File: config.mk
export PLATFORM = sky130hd
export DESIGN_NAME = serial_subtractor
export DESIGN_NICKNAME = d
export VERILOG_FILES = /design/src/rtl/pe_pkg.sv /design/src/rtl/subtractor.sv /design/src/rtl/serial_subtractor.sv
export SDC_FILE = /design/constraint.sdc
export NUM_CORES = 1
export LEC_CHECK = 0
export BUFFER_PORTS_ARGS = -buffer_cell sky130_fd_sc_hd__buf_2
export CAP_MARGIN = 20
export CORE_ASPECT_RATIO = 0.6
export CORE_UTILIZATION = 29
export DETAILED_ROUTE_END_ITERATION = 6
export MAX_ROUTING_LAYER = met4
export PLACE_DENSITY = 0.53
export SETUP_SLACK_MARGIN = 0.1
export SYNTH_ARGS = -nofsm -noshare
export SYNTH_HDL_FRONTEND = slang
export SYNTH_SLANG_ARGS = --single-unit
File: constraint.sdc
create_clock -name clk_i -period 1.4 [get_ports clk_i]
set_input_delay 0.14 -clock clk_i [delete_from_list [all_inputs] [get_ports clk_i]]
set_output_delay 0.14 -clock clk_i [all_outputs]
set_load 0.1 [all_outputs]
File: src/rtl/pe_pkg.sv
// Shared types and constants for the PE datapath blocks.
package pe_pkg;

  localparam int unsigned SUB_WIDTH_DEFAULT = 8;

  typedef enum logic [1:0] {
    IDLE  = 2'd0,
    SHIFT = 2'd1,
    DONE  = 2'd2
  } sub_state_e;

endpackage

File: src/rtl/subtractor.sv
// 1-bit full-subtractor cell: diff = a - b - c, borrow out when a < b + c.
module subtractor (
  input  logic a_i,
  input  logic b_i,
  input  logic c_i,
  output logic borrow_o,
  output logic diff_o
);

  assign diff_o   = a_i ^ b_i ^ c_i;
  assign borrow_o = (~a_i & b_i) | (~a_i & c_i) | (b_i & c_i);

endmodule

File: src/rtl/serial_subtractor.sv
// Bit-serial unsigned subtractor: a - b - borrow_i, one bit per clock, LSB first,
// reusing a single full-subtractor cell with valid/ready on both sides.
module serial_subtractor
  import pe_pkg::*;
#(
  parameter int unsigned WIDTH = SUB_WIDTH_DEFAULT
) (
  input  logic             clk_i,
  input  logic             rst_i,
  input  logic             valid_i,
  output logic             ready_o,
  input  logic [WIDTH-1:0] a_i,
  input  logic [WIDTH-1:0] b_i,
  input  logic             borrow_i,
  output logic             valid_o,
  input  logic             ready_i,
  output logic [WIDTH-1:0] diff_o,
  output logic             borrow_o
);

  localparam int unsigned CNT_W = $clog2(WIDTH + 1);

  sub_state_e       state_q, state_d;
  logic [WIDTH-1:0] a_q, a_d;
  logic [WIDTH-1:0] b_q, b_d;
  logic [WIDTH-1:0] res_q, res_d;
  logic             borrow_q, borrow_d;
  logic [CNT_W-1:0] cnt_q, cnt_d;
  logic             cell_diff;
  logic             cell_borrow;

  subtractor u_cell (
    .a_i      (a_q[0]),
    .b_i      (b_q[0]),
    .c_i      (borrow_q),
    .borrow_o (cell_borrow),
    .diff_o   (cell_diff)
  );

  always_ff @(posedge clk_i or posedge rst_i) begin
    if (rst_i) begin
      state_q  <= IDLE;
      a_q      <= '0;
      b_q      <= '0;
      res_q    <= '0;
      borrow_q <= 1'b0;
      cnt_q    <= '0;
    end else begin
      state_q  <= state_d;
      a_q      <= a_d;
      b_q      <= b_d;
      res_q    <= res_d;
      borrow_q <= borrow_d;
      cnt_q    <= cnt_d;
    end
  end

  // Next-state and datapath: result fills from the MSB so bit 0 lands last at [0].
  always_comb begin
    state_d  = state_q;
    a_d      = a_q;
    b_d      = b_q;
    res_d    = res_q;
    borrow_d = borrow_q;
    cnt_d    = cnt_q;
    case (state_q)
      IDLE: begin
        if (valid_i) begin
          a_d      = a_i;
          b_d      = b_i;
          borrow_d = borrow_i;
          cnt_d    = '0;
          state_d  = SHIFT;
        end
      end
      SHIFT: begin
        res_d    = (res_q >> 1) | (WIDTH'(cell_diff) << (WIDTH - 1));
        borrow_d = cell_borrow;
        a_d      = a_q >> 1;
        b_d      = b_q >> 1;
        cnt_d    = cnt_q + CNT_W'(1);
        if (cnt_q == CNT_W'(WIDTH - 1)) begin
          state_d = DONE;
        end
      end
      DONE: begin
        if (ready_i) begin
          state_d = IDLE;
        end
      end
      default: state_d = IDLE;
    endcase
  end

  assign ready_o  = (state_q == IDLE);
  assign valid_o  = (state_q == DONE);
  assign diff_o   = res_q;
  assign borrow_o = borrow_q;

endmodule

==> impl_metrics.py <==
metrics = {
    "timing": {
        "fin_crit_sh_pct": 94.1,
        "setup-tns-final_ns": 0,
        "maxSlewHeadroom_pct": 67.5,
        "worst_pin_slew_ns": 0.491,
        "fin_hold_ws_ns": 0.138,
        "period_needed_ns": 1.32,
        "layout_setup_ws_ns": 0.0829,
        "setup_violations": 0,
        "clock_skew_ns": 0.00697,
        "hold_viol": 0,
        "rsz0062_at_grt": "true",
        "slew_viol_final": 0,
        "clock.fmax_mhz": 759,
    },
    "final_layout": {
        "final_common_cell": "nand2_1",
        "layout_common_cells": "35 x nand2_1, 28 x dfrtp_1, 28 x buf_2",
        "antenna_cells": 0,
        "instances_no_fill": 264,
        "areaGrowthSynthToFinish_pct": 31.3,
        "final_util_pct": 41.4,
        "fin_nets": 224,
        "drive_gt1_share_pct": 29.9,
    },
    "floorplanning": {
        "fp.dieW_um": 94.8,
        "io_pins": 32,
        "coreArea_um2": 4750,
        "start_util_pct": 31.5,
        "dieArea_um2": 5470,
        "row_count": 19,
        "fp.dieH_um": 57.7,
    },
    "power_and_ir_drop": {
        "p_sw_share_pct": 48.1,
        "max-vdd-ir-drop_v": 0.000989,
        "switchingPower_w": 0.00225,
        "power_density_nw_per_um2": 2370,
        "intPower_w": 0.00242,
        "p_comb_share_pct": 52.8,
        "p_clk_share_pct": 13.8,
        "leakage_nw": 0.980,
        "p_seq_share_pct": 33.4,
    },
    "cts": {
        "ctsHtreeMaxLevel": 2,
        "cts_buffer_depth": 2,
        "cts_sinks": 31,
        "clk_pin_slew_ns": 0.07,
        "cts_root_buffer": "clkbuf_8",
        "cts_tree": "yes",
        "clk_latency_ns": 0.28,
        "cts_buffers": 5,
    },
    "logic_synthesis": {
        "synth_cells": 157,
        "avgSynthCellArea_um2": 9.54,
        "ys_types": 23,
        "synth_mux_area_share_pct": 0.752,
        "postSynthNetCount": 180,
        "yosys_warnings": 0,
        "synth_top_family_by_area": "simple AND/OR/NAND/NOR gates",
        "syn_area_um2": 1500,
        "synthAdderAreaFrac_pct": 2.17,
        "synthXorXnorAreaFrac_pct": 0,
        "ys_seq_elements": 31,
        "synth_compound_area_share_pct": 19.0,
        "seq_area_frac_synth_pct": 51.8,
        "synthSimpleGateAreaFrac_pct": 20.2,
    },
    "global_routing": {
        "grtUsageTotal_pct": 13.6,
        "grt_max_degree": 32,
        "grt-ovfl-total": 0,
        "grt_pass1_vias": 1090,
        "grt_first_pass_wirelength_um": 5350,
        "antenna_found_initial": 0,
    },
    "worst_setup_path": {
        "r2r-start": "state_q[1]$_DFFE_PP0P_",
        "path_max_fanout": 5,
        "worst_setup_path_end_kind": "primary output",
        "worst-setup-path-type": "register to primary output",
        "cp_cell_sequence": "buf_8 > nor2b_4 > buf_12",
        "cp.arrival_ns": 1.18,
        "cp_num_buf_inv": 2,
        "slowest_delay_ns": 0.45,
        "startpoint_type": "register",
        "cp-startpoint": "state_q[0]$_DFFE_PP0P_",
        "crit_family": "flip-flops",
        "slowest_stage": "dfrtp_2",
        "required_ns": 1.26,
    },
    "hold_path": {
        "hold_start": "a_i[3]",
        "hp-class": "input port to register",
    },
    "placed_design": {
        "port-buffer-count": 31,
        "hpwlAfterDp_um": 2250,
        "placed_cells": 251,
        "globalplace.congestion": 0.777,
        "pre_cts_ws_ns": 0.0511,
    },
    "drt": {
        "wl_um": 3280,
        "vias": 1200,
        "drc": 0,
        "vias_per_cell": 4.55,
        "wl_per_cell_um": 12.4,
        "dr.pass1.iters": 4,
        "drt_iter0_markers": 37,
        "drtAntennaViolNets": 0,
    },
    "outcome": {
        "outcome": "complete, no violations",
    },
    "flow_run": {
        "max_cap_violations": 0,
    },
}
final timing paths:
check                           depth (start not counted)  slack [ns]                    end
worst max-delay path                                    3        0.08                valid_o
worst min-delay path                                    3        0.14     a_q[3]$_DFFE_PP0P_
worst max register to register                          5        0.13     b_q[4]$_DFFE_PP0P_
worst min register to register                          2        0.48  diff_o[0]$_DFFE_PP0N_
max in group asynchronous                               4        0.59   borrow_o$_DFFE_PP0P_
min in group asynchronous                               4        0.49  diff_o[0]$_DFFE_PP0N_
per-stage QoR:
step / power (W) / cell area (um2)
floorplan: 0.00345 / 1530
global placement: 0.00391 / 1800
detailed placement: 0.00392 / 1800
CTS: 0.00469 / 1950
global route: 0.00499 / 1970
finish: 0.00466 / 1970
layer usage:
metal | track usage, % | part of all wire (%)
met1 | 20.0 | 53
met2 | 17.6 | 41
met3 | 4.33 | 5.0
met4 | 3.90 | 0.58
met5 | - | 0
flip-flops by register name (all words and copies together) (netlist names):
name	flops
a_q	8
b_q	8
borrow_o	1
cnt_q	4
diff_o	8
state_q	2
synth_stat cells, drive strengths merged:
master	n	share of area, %
a21oi	17	5.7
a22o	3	1.8
a22oi	7	3.5
a2bb2oi	1	0.58
and2b	4	2.0
and3b	8	4.7
buf	11	5.3
dfrtp	31	52
fa	1	1.3
ha	1	0.84
inv	3	0.75
mux2	1	0.75
nand2	35	8.8
nand2b	1	0.42
nand3	2	0.67
nor2	3	0.75
nor2b	7	2.9
o21ai	19	6.3
o21bai	1	0.50
o311ai	1	0.58
tightest hold or removal path: stages:
cell     delay [ns]
buf_2          0.07
a21oi_1        0.05
o21ai_1        0.10
area by class of cell:
cell class	instances	area, um2
inverters	3	11.3
clock buffers	7	76.3
repair buffers	48	367
multi-input cells	112	652
fillers	491	2790
flip-flops and latches	31	782
well taps	63	78.8
power by group through the flow:
stage / combinational (W) / clock (W) / sequential [W]
CTS: 0.00246 / 0.000669 / 0.00156
global route: 0.00266 / 0.000722 / 0.00161
global placement: 0.00234 / 0 / 0.00157
detailed placement: 0.00235 / 0 / 0.00157
finish: 0.00246 / 0.000644 / 0.00156
floorplan: 0.00106 / 0 / 0.00239
repair_timing:
action / in CTS / in global routing
hold buffers: 1 / 0
endpoints found under the hold margin: 31 / 0
setup buffers: 3 / 1
gates resized for setup: 5 / 2
cloned: 1 / 0
setup endpoints to repair: 10 / 14
kinds of logic (layout without fill, tap and decap cells):
family                     count (synthesis)  count (layout)
DFF                                       31              31
and+or+nand+nor                           60              60
AOI/OAI and AO/OA                         49              49
muxes                                      1               1
buffers and inverters                     14              58
adders and majority gates                  2               2
Power figures use the tool's default switching activity.
